==> config.mk <==
export PLATFORM = sky130hd
export DESIGN_NAME = uart_rx_frame
export DESIGN_NICKNAME = d
export VERILOG_FILES = /design/src/rtl/uart_rx_frame.sv
export SDC_FILE = /design/constraint.sdc
export NUM_CORES = 1
export LEC_CHECK = 0
export ABC_CLOCK_PERIOD_IN_PS = 2980
export BUFFER_PORTS_ARGS = -buffer_cell sky130_fd_sc_hd__buf_2
export CAP_MARGIN = 20
export CORE_MARGIN = 5
export CORE_UTILIZATION = 40
export DETAILED_ROUTE_END_ITERATION = 16
export GPL_TIMING_DRIVEN = 0
export PLACE_DENSITY = 0.66
export SLEW_MARGIN = 20
export SYNTH_ARGS = -nofsm -noshare
export SYNTH_HDL_FRONTEND = slang
export SYNTH_SLANG_ARGS = --single-unit
==> constraint.sdc <==
create_clock -name clk -period 2.98 [get_ports clk]
set_clock_uncertainty 0.1 [all_clocks]
set_input_delay 0.596 -clock clk [delete_from_list [all_inputs] [get_ports clk]]
set_output_delay 0.596 -clock clk [all_outputs]
set_load 0.01 [all_outputs]
==> src/rtl/uart_rx_frame.sv <==
// 8N1 UART byte receiver feeding a "<bank payload>" frame parser.
// A completed frame updates data_out/bank and pulses data_write_copy once.
//
// rx state  | meaning
// RX_IDLE   | line idle, waiting for a falling edge
// RX_START  | half-bit wait, confirm start bit is still low
// RX_DATA   | sample 8 data bits at bit centres, LSB first
// RX_STOP   | sample stop bit; high delivers byte, low is a framing error
//
// frame st   | meaning
// P_WAIT_SOF | hunting for '<'
// P_GET_BANK | next byte (minus '0') is the pending bank
// P_GET_DATA | shifting payload bytes until '>'
module uart_rx_frame #(
  parameter int CLKS_PER_BIT = 54
) (
  input  logic         clk,
  input  logic         reset_n,
  input  logic         rxd,
  output logic [255:0] data_out,
  output logic         data_write_copy,
  output logic [7:0]   bank
);

  localparam int TW = $clog2(CLKS_PER_BIT);
  localparam logic [TW-1:0] HALF_LD = TW'(CLKS_PER_BIT / 2 - 1);
  localparam logic [TW-1:0] BIT_LD  = TW'(CLKS_PER_BIT - 1);
  localparam logic [7:0] SOF = 8'h3C;
  localparam logic [7:0] EOF = 8'h3E;

  typedef enum logic [1:0] {RX_IDLE, RX_START, RX_DATA, RX_STOP} rx_state_t;
  typedef enum logic [1:0] {P_WAIT_SOF, P_GET_BANK, P_GET_DATA} p_state_t;

  logic            rxd_meta_q, rxd_sync_q, rxd_prev_q;
  logic            rxd_meta_d, rxd_sync_d, rxd_prev_d;
  rx_state_t       rx_state_q;
  logic [TW-1:0]   timer_q;
  logic [2:0]      bit_cnt_q;
  logic [7:0]      shreg_q;
  logic [7:0]      rx_byte_q;
  logic            rx_valid_q;
  logic            rx_ferr_q;
  p_state_t        p_state_q;
  logic [255:0]    pay_q;
  logic [5:0]      cnt_q;
  logic [7:0]      pend_bank_q;
  logic [255:0]    data_out_q;
  logic [7:0]      bank_q;
  logic            strobe_q;

  always_comb begin
    rxd_meta_d = rxd;
    rxd_sync_d = rxd_meta_q;
    rxd_prev_d = rxd_sync_q;
  end

  // Synchronizer plus one delay stage for falling-edge detection; all idle high.
  always_ff @(posedge clk or negedge reset_n) begin
    if (!reset_n) begin
      rxd_meta_q <= 1'b1;
      rxd_sync_q <= 1'b1;
      rxd_prev_q <= 1'b1;
    end else begin
      rxd_meta_q <= rxd_meta_d;
      rxd_sync_q <= rxd_sync_d;
      rxd_prev_q <= rxd_prev_d;
    end
  end

  always_ff @(posedge clk or negedge reset_n) begin
    if (!reset_n) begin
      rx_state_q <= RX_IDLE;
      timer_q    <= '0;
      bit_cnt_q  <= '0;
      shreg_q    <= '0;
      rx_byte_q  <= '0;
      rx_valid_q <= 1'b0;
      rx_ferr_q  <= 1'b0;
    end else begin
      rx_valid_q <= 1'b0;
      rx_ferr_q  <= 1'b0;
      case (rx_state_q)
        RX_IDLE: begin
          if (rxd_prev_q && !rxd_sync_q) begin
            timer_q    <= HALF_LD;
            rx_state_q <= RX_START;
          end
        end
        RX_START: begin
          if (timer_q != '0) begin
            timer_q <= timer_q - 1'b1;
          end else if (!rxd_sync_q) begin
            timer_q    <= BIT_LD;
            bit_cnt_q  <= '0;
            rx_state_q <= RX_DATA;
          end else begin
            rx_state_q <= RX_IDLE;
          end
        end
        RX_DATA: begin
          if (timer_q != '0) begin
            timer_q <= timer_q - 1'b1;
          end else begin
            shreg_q <= {rxd_sync_q, shreg_q[7:1]};
            timer_q <= BIT_LD;
            if (bit_cnt_q == 3'd7) rx_state_q <= RX_STOP;
            else                   bit_cnt_q  <= bit_cnt_q + 1'b1;
          end
        end
        RX_STOP: begin
          if (timer_q != '0) begin
            timer_q <= timer_q - 1'b1;
          end else begin
            if (rxd_sync_q) begin
              rx_byte_q  <= shreg_q;
              rx_valid_q <= 1'b1;
            end else begin
              rx_ferr_q <= 1'b1;
            end
            rx_state_q <= RX_IDLE;
          end
        end
        default: rx_state_q <= RX_IDLE;
      endcase
    end
  end

  // A framing error aborts whatever frame was open; outputs only move on '>'.
  always_ff @(posedge clk or negedge reset_n) begin
    if (!reset_n) begin
      p_state_q   <= P_WAIT_SOF;
      pay_q       <= '0;
      cnt_q       <= '0;
      pend_bank_q <= '0;
      data_out_q  <= '0;
      bank_q      <= '0;
      strobe_q    <= 1'b0;
    end else begin
      strobe_q <= 1'b0;
      if (rx_ferr_q) begin
        p_state_q <= P_WAIT_SOF;
      end else if (rx_valid_q) begin
        case (p_state_q)
          P_WAIT_SOF: begin
            if (rx_byte_q == SOF) begin
              pay_q     <= '0;
              cnt_q     <= '0;
              p_state_q <= P_GET_BANK;
            end
          end
          P_GET_BANK: begin
            if (rx_byte_q == SOF) begin
              pay_q <= '0;
              cnt_q <= '0;
            end else if (rx_byte_q != EOF) begin
              pend_bank_q <= rx_byte_q - 8'h30;
              p_state_q   <= P_GET_DATA;
            end
          end
          P_GET_DATA: begin
            if (rx_byte_q == SOF) begin
              pay_q     <= '0;
              cnt_q     <= '0;
              p_state_q <= P_GET_BANK;
            end else if (rx_byte_q == EOF) begin
              data_out_q <= pay_q;
              bank_q     <= pend_bank_q;
              strobe_q   <= 1'b1;
              p_state_q  <= P_WAIT_SOF;
            end else if (cnt_q < 6'd32) begin
              pay_q <= {pay_q[247:0], rx_byte_q};
              cnt_q <= cnt_q + 1'b1;
            end
          end
          default: p_state_q <= P_WAIT_SOF;
        endcase
      end
    end
  end

  assign data_out        = data_out_q;
  assign bank            = bank_q;
  assign data_write_copy = strobe_q;

endmodule

==> impl_metrics.env, run 1 <==
export IMPL_port_buffer_count=267
export IMPL_cp_end_kind="flip-flop"
export IMPL_synth_area_mm2=0.0211
export IMPL_ios=268
export IMPL_cts_htree_levels=2
export IMPL_worstMarginPinSlew_ps=681
export IMPL_path_max_fanout=10
export IMPL_post_cts_buffers=0
export IMPL_gp_congestion=0.804
export IMPL_maxSlewHeadroom=0.546
export IMPL_rsz0062_at_grt="no"
export IMPL_slowest_delay_ps=510
export IMPL_yosysMostFrequentCell="dfrtp_1"
export IMPL_vdd_ir_drop_worst_v=0.000487
export IMPL_initial_core_util=0.403
export IMPL_wirelength_mm=49.0
export IMPL_cp_data_required_time_ps=3410
export IMPL_drcViolationCount=0
export IMPL_ff_latch_area_mm2=0.0142
export IMPL_synthCells=1328
export IMPL_p_per_area_mw_per_mm2=623
export IMPL_drt_wirelength_per_cell_um=20.5
export IMPL_hp_start="rxd_meta_q"
export IMPL_viasPerCell=5.32
export IMPL_diodes=0
export IMPL_worstSetupPathType="flip-flop to flip-flop"
export IMPL_fillCellCount=4478
export IMPL_synth_flop_cell="dfrtp_1"
export IMPL_path_cells="ha_1, nand4bb_1, buf_2, o211a_1, buf_2, clkbuf_1, clkbuf_1, a22o_1"
export IMPL_layout_setup_ws_ps=244
export IMPL_utilization=0.485
export IMPL_grt_total_usage=0.169
export IMPL_grt_max_degree=106
export IMPL_antenna_found_initial=0
export IMPL_post_dp_cell_area_mm2=0.0235
export IMPL_synth_async_reset_ratio=1.00
export IMPL_ff2ff_setup_slack_ps=240
export IMPL_avgSynthCellArea_um2=15.9
export IMPL_synth_area_leaders="dfrtp_1, mux2_2, a22o_1"
export IMPL_worst_ep_arrival_time_ps=3160
export IMPL_p_leak_nw=13.5
export IMPL_grt_pass1_vias=13400
export IMPL_path_clk_slew_ps=60
export IMPL_antenna_left=0
export IMPL_worstReg2RegEnd="pay_q[132]"
export IMPL_synth_largest_area_cell="dfrtp_1"
export IMPL_grt_overflow_total=0
export IMPL_drive_above_1_share=0.424
export IMPL_fp_coreArea_mm2=0.0524
export IMPL_hold_path_class="flip-flop to flip-flop"
export IMPL_numCtsBuffers=57
export IMPL_seq_area_frac_synth=0.674
export IMPL_multi_input_area_mm2=0.00630
export IMPL_fmax_mhz=366
export IMPL_drt_pass1_iter_count=5
export IMPL_grt_pass1_wl_mm=78.4
export IMPL_slew_viol_final=0
export IMPL_place_hpwl_mm=34.6
export IMPL_clock_path_buffers=3
export IMPL_status="finished clean"
export IMPL_netlist_top_cells_count="dfrtp_1, mux2_2, a22o_1, buf_2, clkbuf_1"
export IMPL_design_area_mm2=0.0254
export IMPL_synth_cell_types=50
export IMPL_worst_r2r_path_depth=8
export IMPL_finalHoldViolations=0
export IMPL_cts_tree="yes"
export IMPL_r2r_start="rx_byte_q[4]"
export IMPL_worstSetupStartpoint="rx_byte_q[4]"
export IMPL_crit_path_top_delay_cell="clkbuf_1"
export IMPL_max_cap_violations=0
export IMPL_die_w_um=240
export IMPL_synth_edff_count=0
export IMPL_clk_latency_ps=590
export IMPL_ys_ff_latch=569
export IMPL_syn_num_nets=1341
export IMPL_cts_root_buf="clkbuf_16"
export IMPL_endpoint="pay_q[132]"
export IMPL_min_period_over_period=0.918
export IMPL_finalPower_mw=15.8
export IMPL_syn_to_final_growth_pct=20.3
export IMPL_final_min_clock_period_ps=2740
export IMPL_synth_top_cell_area_share=0.670
export IMPL_detailedRoute_firstIterationViolations=793
export IMPL_yosys_warnings=0
export IMPL_setup_viol=0
export IMPL_timing_hold_ws_ps=256
export IMPL_num_nets_final=1674
export IMPL_die_area_mm2=0.0575
export IMPL_vias=12700
export IMPL_cts_sinks=569
export IMPL_worstSetupStartpointType="flip-flop"
export IMPL_dp_slack_ps=-143
export IMPL_rows=84
export IMPL_die_h_um=240
## cells in the final DEF, fill, tap and decap left out, types with 3 or more instances in the layout
| master | netlist | layout |
|---|---|---|
| a21o_1 | 5 | 5 |
| a21oi_1 | 13 | 13 |
| a22o_1 | 259 | 259 |
| buf_16 | 0 | 5 |
| buf_2 | 35 | 301 |
| buf_6 | 20 | 20 |
| bufinv_16 | 0 | 5 |
| clkbuf_1 | 31 | 40 |
| clkbuf_16 | 0 | 57 |
| clkbuf_2 | 1 | 4 |
| clkbuf_8 | 0 | 11 |
| clkinv_2 | 0 | 8 |
| clkinvlp_4 | 0 | 6 |
| dfrtp_1 | 566 | 566 |
| dfstp_2 | 3 | 3 |
| ha_1 | 10 | 10 |
| inv_1 | 12 | 12 |
| mux2_2 | 289 | 289 |
| nand2_1 | 5 | 5 |
| nand2b_1 | 6 | 6 |
| nand3_1 | 7 | 7 |
| nor2_1 | 10 | 10 |
| nor2b_1 | 4 | 4 |
| nor3_1 | 6 | 6 |
| o21ai_0 | 3 | 3 |
| o22a_1 | 3 | 3 |
| xnor2_1 | 3 | 3 |
## timing repair
action,4_1_cts,5_1_grt
setup endpoints to repair,109,92
hold buffers,2,0
hold endpoints to repair,70,0
gates resized for setup,2,2
## metrics by stage
step	cells	setup TNS [ps]
global route	2394	0
finish	2394	0
CTS	2394	0
global placement	2283	-5647990
floorplan	1328	0
detailed placement	2288	-8990
## metal layers
| metal | share of wire | global-route usage | routed length (um) |
|---|---|---|---|
| met2 | 0.48 | 0.273 | 23300 |
| met4 | 0.020 | 0.0409 | 982 |
| met3 | 0.054 | 0.0366 | 2650 |
| met1 | 0.45 | 0.238 | 22100 |
| met5 | 0 | 0 | 0 |
## cells by family (layout without fill, tap and decap cells)
logic type	count (synthesis)	after routing	synth area share
buffers and inverters	103	481	0.0277
xor gates and xnor gates	3	3	0.00124
AOI/OAI and AO/OA	301	301	0.122
and+or+nand+nor	51	51	0.0137
adders and majority gates	10	10	0.00592
muxes	291	291	0.155
DFF	569	569	0.674
## area by class of cell
cell class | count | area share
plain buffers | 90 | 0.0213
clock buffers | 80 | 0.0638
clock inverters | 24 | 0.0119
inverters | 13 | 0.00192
multi-input cells | 656 | 0.248
flip-flops and latches | 569 | 0.560
well taps | 688 | 0.0339
repair buffers | 274 | 0.0592
## state kept, by name, summed over array words and instances, names as in the netlist, 3 cells and up, named ones only
signal       count
data_out       256
pay_q          256
bank             8
pend_bank_q      8
rx_byte_q        8
shreg_q          8
cnt_q            6
timer_q          6
bit_cnt_q        3
## worst max-delay path, delay by kind of cell, from the launching register on
family | cells | cell delay (ps)
flip-flops | 1 | 440
AO/OA/AOI/OAI | 2 | 410
adder cells (fa/ha/maj) | 1 | 260
buffers and inverters | 4 | 1370
AND/OR/NAND/NOR | 1 | 100
## worst min-delay path by stage
stage,endpoint,depth (start not counted),slack [ps]
final,rxd_prev_d,0,260
after global routing,rxd_prev_d,0,260
after CTS,rxd_prev_d,0,260
after detailed placement,rxd_prev_d,0,250
after global placement,rxd_prev_d,0,250
after floorplan,asynchronous set/reset pin,0,200
## where the power goes
group | switching [mW] | internal [mW]
Clock | 3.02 | 4.26
Combinational | 0.456 | 0.250
Sequential | 0.0591 | 7.80
Total | 3.53 | 12.3
Power figures use the tool's default switching activity.
==> run 2, diff against run 1 <==
Settings changed: CTS_BUF_LIST from default to sky130_fd_sc_hd__clkbuf_2.
==> run 2 against run 1 <==
  * Count of clock-buffer cells in the layout increased by 119
  * Fmax decreased by 1.6%
  * Critical path depth unchanged
  * Register-to-register slack got worse by 50 ps
  * Combinational power about the same
  * Sequential power about the same
  * Highest routed layer unchanged
==> impl_metrics.env, run 2 (same netlist as run 1, synthesis figures left out) <==
export IMPL_worst_ep_arrival_time_ps=3760
export IMPL_post_place_cells=2288
export IMPL_finalSetupTns_ps=0
export IMPL_cp_end_kind="flip-flop"
export IMPL_path_max_fanout=10
export IMPL_p_sw_mw=3.67
export IMPL_intPower_mw=10.6
export IMPL_utilization=0.476
export IMPL_maxSlewHeadroom=0.494
export IMPL_p_per_area_mw_per_mm2=570
export IMPL_post_dp_cell_area_mm2=0.0235
export IMPL_layout_common_cells="dfrtp_1, buf_2, mux2_2"
export IMPL_final_common_cell="dfrtp_1"
export IMPL_cts_root_buf="clkbuf_2"
export IMPL_viasPerCell=5.23
export IMPL_clk_latency_ps=1210
export IMPL_syn_to_final_growth_pct=18.2
export IMPL_wirelength_mm=50.1
export IMPL_sw_frac_of_total=0.258
export IMPL_grt_overflow_total=0
export IMPL_worstMarginPinSlew_ps=760
export IMPL_initial_core_util=0.403
export IMPL_fmax_mhz=360
export IMPL_post_cts_buffers=0
export IMPL_max_cap_violations=0
export IMPL_final_min_clock_period_ps=2780
export IMPL_worstSetupPathType="flip-flop to flip-flop"
export IMPL_antenna_left=0
export IMPL_setup_viol=0
export IMPL_clock_power_share=0.399
export IMPL_finalPower_mw=14.2
export IMPL_gp_congestion=0.804
export IMPL_grt_pass1_wl_mm=79.9
export IMPL_antenna_found_initial=2
export IMPL_drive_above_1_share=0.459
export IMPL_numCtsBuffers=146
export IMPL_ios=268
export IMPL_die_h_um=240
export IMPL_grt_max_degree=106
export IMPL_pwr_share_seq=0.551
export IMPL_layout_setup_ws_ps=199
export IMPL_place_hpwl_mm=34.6
export IMPL_p_leak_nw=13.7
export IMPL_detailedRoute_firstIterationViolations=737
export IMPL_worstSetupStartpointType="flip-flop"
export IMPL_die_w_um=240
export IMPL_cts_htree_levels=4
export IMPL_drt_wirelength_per_cell_um=19.7
export IMPL_fillCellCount=4624
export IMPL_drt_pass1_iter_count=5
export IMPL_combinationalPowerShare=0.050
export IMPL_dp_slack_ps=-143
export IMPL_vdd_ir_drop_worst_v=0.000225
export IMPL_hold_path_class="flip-flop to flip-flop"
export IMPL_cts_tree="yes"
export IMPL_path_clk_slew_ps=100
export IMPL_grt_pass1_vias=14200
export IMPL_finalHoldViolations=0
export IMPL_rsz0062_at_grt="no"
export IMPL_die_area_mm2=0.0575
export IMPL_port_buffer_count=267
export IMPL_cts_sinks=569
export IMPL_fin_cells=2543
export IMPL_grt_total_usage=0.176
export IMPL_timing_hold_ws_ps=261
export IMPL_vias=13300
export IMPL_drcViolationCount=0
export IMPL_fp_coreArea_mm2=0.0524
export IMPL_design_area_mm2=0.0250
export IMPL_num_nets_final=1766
export IMPL_cp_data_required_time_ps=3960
export IMPL_rows=84
export IMPL_status="finished clean"
export IMPL_clock_path_buffers=3
export IMPL_slew_viol_final=0
export IMPL_min_period_over_period=0.933
[run 2: cell types whose count changed in the layout (fill, tap and decap cells not counted), moves of 2 or more]
cell           before  now
clkinv_1            0   30
inv_16              2    0
clkbuf_16          57    0
diode_2             0    3
clkbuf_2            4  203
clkinv_2            8    0
dlygate4sd3_1       2    4
bufinv_16           5    8
clkbuf_8           11    0
clkbuf_1           40   27
clkinvlp_4          6    4
[run 2: routing by layer]
metal | wire [um] | share of wire | GRT usage
met5 | 0 | 0 | 0
met4 | 673 | 0.013 | 0.0605
met3 | 3050 | 0.061 | 0.0552
met2 | 24200 | 0.48 | 0.277
met1 | 22200 | 0.44 | 0.233
[run 2: critical path, stage by stage, from the launching register on]
cell and delay [ps]:
dfrtp_1 460, ha_1 260, nand4bb_1 100, buf_2 190, o211a_1 180, buf_2 190
clkbuf_2 370, clkbuf_1 570, a22o_1 250
[run 2: final cells by class]
cell class	instances	area (um^2)	area share
buffer	90	542	0.0217
clock buffer	199	996	0.0399
clock inverter	48	430	0.0172
antenna	3	7.51	0.000301
timing repair buffer	277	1550	0.0621
tap	688	861	0.0345
sequential	569	14200	0.570
inverter	13	48.8	0.00195
multi-input combinational	656	6300	0.252
[run 2: path summary, 6_finish.rpt]
| path | from | endpoint | slack (ps) | cells after the start |
|---|---|---|---|---|
| max | rx_byte_q[4] | pay_q[254] | 200 | 8 |
| min | rxd_meta_q | rxd_prev_d | 260 | 0 |
| max reg2reg | rx_byte_q[4] | pay_q[254] | 200 | 8 |
| min reg2reg | rxd_meta_q | rxd_prev_d | 260 | 0 |
| max in group asynchronous | reset_n | pay_q[254] | 1340 | 5 |
| min in group asynchronous | reset_n | data_out[120] | 460 | 4 |
[run 2: repair_timing]
item,4_1_cts,5_1_grt
cloned,0,0
endpoints found under the hold margin,261,0
setup endpoints to repair,115,29
gates resized for setup,3,3
hold buffers,5,0
[run 2: power groups by stage]
stage / registers (mW) / logic, mW / clock network [mW]
after floorplan: 7.98 / 0.415 / 0
after CTS: 7.84 / 0.701 / 5.93
final: 7.84 / 0.707 / 5.68
after global placement: 7.99 / 0.639 / 0
after global routing: 7.85 / 0.783 / 6.33
after detailed placement: 7.99 / 0.690 / 0
